[src/rtl/time_keeper.sv]
// time_keeper: 24 h BCD time-of-day counter advanced by a synchronised one-second tick.
// Defining TIME_KEEPER_ALARM_EN adds an hour:minute alarm comparator.
module time_keeper (
    input  logic       clk,
    input  logic       reset,
    input  logic       tick_in,
    input  logic       set_valid,
    input  logic [5:0] set_hour,
    input  logic [6:0] set_min,
`ifdef TIME_KEEPER_ALARM_EN
    input  logic [5:0] alarm_hour,
    input  logic [6:0] alarm_min,
    input  logic       alarm_arm,
    output logic       alarm,
`endif
    output logic       set_ready,
    output logic       set_err,
    output logic [5:0] hour_bcd,
    output logic [6:0] min_bcd,
    output logic [6:0] sec_bcd,
    output logic       sec_tick,
    output logic       day_tick
);
    logic       s1, s2, s3, live, armed;
    logic [1:0] hr_t, hr_t_n;
    logic [3:0] hr_o, hr_o_n;
    logic [2:0] mn_t, mn_t_n;
    logic [3:0] mn_o, mn_o_n;
    logic [2:0] sc_t, sc_t_n;
    logic [3:0] sc_o, sc_o_n;
    logic       accept, set_ok, last_second;

    // armed: a rise only counts once a genuine low sample has been seen since reset,
    // so a tick_in already high at reset release cannot fire.
    assign sec_tick  = s2 & ~s3 & armed;
    assign set_ready = ~sec_tick & ~reset;
    assign accept    = set_valid & set_ready;
    assign set_ok    = (set_hour[3:0] <= 4'd9) &&
                       ((set_hour[5:4] < 2'd2) || (set_hour[5:4] == 2'd2 && set_hour[3:0] <= 4'd3)) &&
                       (set_min[3:0] <= 4'd9) && (set_min[6:4] <= 3'd5);
    assign last_second = (hr_t == 2'd2) && (hr_o == 4'd3) && (mn_t == 3'd5) &&
                         (mn_o == 4'd9) && (sc_t == 3'd5) && (sc_o == 4'd9);
    assign day_tick  = sec_tick & last_second;
    assign hour_bcd  = {hr_t, hr_o};
    assign min_bcd   = {mn_t, mn_o};
    assign sec_bcd   = {sc_t, sc_o};

    always_comb begin
        sc_o_n = sc_o + 4'd1;
        sc_t_n = sc_t;
        mn_o_n = mn_o;
        mn_t_n = mn_t;
        hr_o_n = hr_o;
        hr_t_n = hr_t;
        if (sc_o == 4'd9) begin
            sc_o_n = '0;
            sc_t_n = sc_t + 3'd1;
            if (sc_t == 3'd5) begin
                sc_t_n = '0;
                mn_o_n = mn_o + 4'd1;
                if (mn_o == 4'd9) begin
                    mn_o_n = '0;
                    mn_t_n = mn_t + 3'd1;
                    if (mn_t == 3'd5) begin
                        mn_t_n = '0;
                        if (hr_t == 2'd2 && hr_o == 4'd3) begin
                            hr_t_n = '0;
                            hr_o_n = '0;
                        end else if (hr_o == 4'd9) begin
                            hr_o_n = '0;
                            hr_t_n = hr_t + 2'd1;
                        end else begin
                            hr_o_n = hr_o + 4'd1;
                        end
                    end
                end
            end
        end
    end

    always_ff @(posedge clk) begin
        if (reset) begin
            s1      <= 1'b0;
            s2      <= 1'b0;
            s3      <= 1'b0;
            live    <= 1'b0;
            armed   <= 1'b0;
            set_err <= 1'b0;
            hr_t    <= '0;
            hr_o    <= '0;
            mn_t    <= '0;
            mn_o    <= '0;
            sc_t    <= '0;
            sc_o    <= '0;
        end else begin
            s1      <= tick_in;
            s2      <= s1;
            s3      <= s2;
            live    <= 1'b1;
            armed   <= armed | (live & ~s1);
            set_err <= accept & ~set_ok;
            if (accept && set_ok) begin
                hr_t <= set_hour[5:4];
                hr_o <= set_hour[3:0];
                mn_t <= set_min[6:4];
                mn_o <= set_min[3:0];
                sc_t <= '0;
                sc_o <= '0;
            end else if (sec_tick) begin
                hr_t <= hr_t_n;
                hr_o <= hr_o_n;
                mn_t <= mn_t_n;
                mn_o <= mn_o_n;
                sc_t <= sc_t_n;
                sc_o <= sc_o_n;
            end
        end
    end

`ifdef TIME_KEEPER_ALARM_EN
    logic ticked;

    // ticked marks that the time now shown arrived by a second tick, not by a set.
    always_ff @(posedge clk) begin
        if (reset) begin
            ticked <= 1'b0;
            alarm  <= 1'b0;
        end else begin
            ticked <= sec_tick;
            alarm  <= ticked && alarm_arm && ({hr_t, hr_o} == alarm_hour) &&
                      ({mn_t, mn_o} == alarm_min) && (sc_t == 3'd0) && (sc_o == 4'd0);
        end
    end
`endif
endmodule
[config.mk]
export PLATFORM = sky130hd
export DESIGN_NAME = time_keeper
export DESIGN_NICKNAME = d
export VERILOG_FILES = /design/src/rtl/time_keeper.sv
export SDC_FILE = /design/constraint.sdc
export NUM_CORES = 1
export LEC_CHECK = 0
export CAP_MARGIN = 10
export CELL_PAD_IN_SITES_DETAIL_PLACEMENT = 0
export CELL_PAD_IN_SITES_GLOBAL_PLACEMENT = 2
export CORE_ASPECT_RATIO = 0.9
export CORE_MARGIN = 2
export CORE_UTILIZATION = 24
export CTS_BUF_LIST = sky130_fd_sc_hd__clkbuf_16
export DETAILED_ROUTE_END_ITERATION = 16
export PLACE_DENSITY = 0.73
export RECOVER_POWER = 50
export SLEW_MARGIN = 10
export SYNTH_ARGS = -nofsm -noshare
export SYNTH_HDL_FRONTEND = slang
export SYNTH_SLANG_ARGS = --single-unit
[constraint.sdc]
create_clock -name clk -period 1.75 [get_ports clk]
set_input_delay 0.35 -clock clk [delete_from_list [all_inputs] [get_ports clk]]
set_output_delay 0.35 -clock clk [all_outputs]
set_load 0.02 [all_outputs]
==> key figures <==
Status
  • Outcome: finished, violations left
  • Failing checks: setup timing

Power and ir drop
  • Leak: 1.01 nW
  • Power Total: 1.33 mW
  • Power per Cell Area: 561 mW/mm²
  • VDD IR max: 320 µV

Finish
  • Area grow syn2layout: 74.0%
  • Nets: between 200 and 300
  • Final instance area: 0.00237 mm²
  • Share of cells above drive strength 1: 34.4%
  • Most frequent cells in the layout: buf_4, clkdlybuf4s50_1, dfxtp_1, nor2_1, nand2_1
  • Diodes inserted: 0
  • Final core utilization: 44.2%
  • Most common library cell in the layout ignoring fill and taps: buf_4

Timing
  • Crit path time final: 1920 ps
  • Normalized max-slew margin: 82.6%
  • Clk_skew: ~4.2 ps
  • Fmax: approximately 520 MHz
  • Final setup margin: -170 ps
  • Final hold viol count: 0
  • Final hold slack: 417 ps
  • Final slew viol count: 0
  • Slew @ Worst Pin: 259 ps
  • Period Utilization, post-route: 110%
  • Final-report setup violation count: 10
  • Setup_tns: -1060 ps
  • Unrepaired setup endpoints after global routing: true

Clock tree
  • TritonCTS buffer count: 3
  • CTS root buffer: clkbuf_16
  • CTS Hold Buffers Added: 0
  • CTS tree: done
  • Sink Count: 26
  • Max clock buf depth: 2
  • CTS clock-pin slew for the worst setup and hold paths: 60 ps
  • Clk_lat worst skew: 260 ps
  • H-tree levels: 1

Die
  • Die Wd: 83.4 µm
  • Die ar.: 0.00629 mm²
  • Die height: 75.4 µm
  • Core area: around 0.0053 mm²
  • # rows: 25
  • I/O pins: 41
  • Initial core utilization: 25.4%

Worst setup path
  • Reg-to-Reg End: mn_t[1]
  • CP Depth: 7
  • Biggest cell delay along the critical path: ~420 ps
  • RR Startpoint: mn_o[1]
  • Worst setup path start: mn_o[1]
  • Cell at the slowest stage of the critical path: or3b_4
  • Delay-heaviest family, CP: simple AND/OR/NAND/NOR gates
  • Critical path arrival: 2090 ps
  • Worst reg2reg setup slack: -170 ps
  • Startpoint Class: flop
  • CP Capture Type: flop
  • Reg2reg path depth: 7
  • CP bufs+invs: 2
  • Critical path cell sequence: or3b_4 -> nor4_4 -> buf_4 -> buf_6 -> nand2_2 -> or3_4 -> a311oi_2
  • Setup CP Type: reg2reg
  • CP Capture Point: mn_t[1]
  • CP max FO: 3
  • Data required, critical path: 1920 ps

Synth
  • Synthesized net count: roughly 180
  • Syn_area_per_cell: 8.29 µm²
  • Gate Count Post-Synth: 164
  • Yosys top cell by area: dfxtp_1
  • Seq/Total Area, Yosys: 38.3%
  • Ys Warns: 0
  • Top-area cell type share of the netlist area: 38.3%
  • Post-synthesis cell area: 0.00136 mm²
  • Register bit total from synthesis: 26
  • Top post-synthesis cells by area: dfxtp_1, nor2_1, o21ai_0
  • Synth unique cells: between 40 and 50

Detailed routing
  • Vias: 1513
  • Number of remaining DRC errors: 0
  • Antenna-violating nets left: 0
  • Total Wirelength: 4490 µm
  • First DRT Iteration DRCs: around 110
  • WL per Instance: 14.0 µm
  • Pre-antenna DRT Iters: 4
  • Vias/cell: 4.73

Placed design
  • Area after DPL: 0.00220 mm²
  • Buffers on Ports: 40
  • Gpl congestion: roughly 0.80
  • Post-DP HPWL: 3500 µm

Worst hold path
  • Hold WC Path Type: in2reg
  • Min-delay src: set_hour[3]
  • Hold Path Stages: 3

Global routing
  • Grt total ovfl: 0
  • Vias in the first global route: 1437
  • Antenna violations before repair: 0
  • Largest net degree at the start of global routing: 15
  • GRT Overall Usage: 13.9%
  • First-pass GRT wire length: 6930 µm

Job
  • Max-Cap Viols: 0
-- power breakdown --
group | switching, mW | leakage, nW | internal (mW)
clock | 0.199 | 0.0423 | 0.305
combinational | 0.0945 | 0.756 | 0.112
sequential | 0.00983 | 0.215 | 0.607
-- worst min-delay path, stage by stage --
cell            delay (ps)
dlymetal6s2s_1         140
nand2_1                 90
o21ai_2                 70
-- Yosys cell counts --
cell type and count:
or3b_4 1, o21bai_1 1, a21oi_1 7, o21ai_1 1
o31ai_1 1, a22o_1 1, and2b_1 1, xnor2_1 5
nor4_4 1, nand4b_1 1, and3b_1 3, nor4b_1 1
nand3_1 3, nand2_1 17, a311o_1 1, or3b_2 1
a31oi_1 2, or4_1 1, and3_1 1, nand4b_4 1
nand4_2 1, o211ai_1 1, xor2_1 2, dfxtp_1 26
nor3b_1 3, and4b_1 1, a211oi_1 5, or3b_1 1
a311oi_1 3, nor2b_1 6, nor3b_2 1, o21ai_0 14
clkbuf_1 7, mux2i_1 3, or3_1 2, nand4_1 1
nor2_1 19, nand3b_1 1, inv_1 6, nand2b_1 4
nor3_1 5, nand4bb_1 1
-- worst min-delay path by stage --
stage                     endpoint  slack, ps
after global placement          s2        430
after floorplan                 s2        410
after CTS                       s2        450
after global routing       hr_o[3]        430
final                      hr_o[3]        420
after detailed placement        s2        440
-- through the flow --
stage	cells	setup WS, ps
6_report	320	-170
5_1_grt	320	-226
4_1_cts	319	-197
3_5_place_dp	313	-375
3_3_place_gp	313	-374
2_1_floorplan	164	-126
-- cell type report --
class	instances	area (µm²)
multi-input cells	125	873
fillers	538	2980
clock buffers	3	75.1
clock inverters	1	3.75
flip-flops and latches	26	534
repair buffers	92	773
well taps	67	83.8
inverters	6	22.5
-- logic make-up after synthesis --
group | count (synthesis) | share of synthesized area (%)
buf+inv | 13 | 3.59
flops | 26 | 38.3
mux | 3 | 2.21
xor+xnor | 7 | 4.51
compound gates | 37 | 16.7
simple gates | 78 | 34.7
-- sequential cells by signal, summed over array words and instances, names as in the netlist --
name	flops
armed	1
hr_o	4
hr_t	2
live	1
mn_o	4
mn_t	3
s1	1
s2	1
s3	1
sc_o	4
sc_t	3
set_err	1
-- layer usage --
layer / up-vias / GRT usage [%] / wire (µm)
met5: - / 0 / 0
met4: 0 / 2.73 / 0
met3: 0 / 2.82 / 165
met2: 31 / 22.8 / 2210
met1: 718 / 19.3 / 2120
li1: 764 / - / -
-- what timing repair did --
action	CTS	global route
endpoints found under the setup margin	12	25
pin swaps	7	5
gates resized for setup	18	33
buffers inserted	2	1
Power figures use the tool's default switching activity.
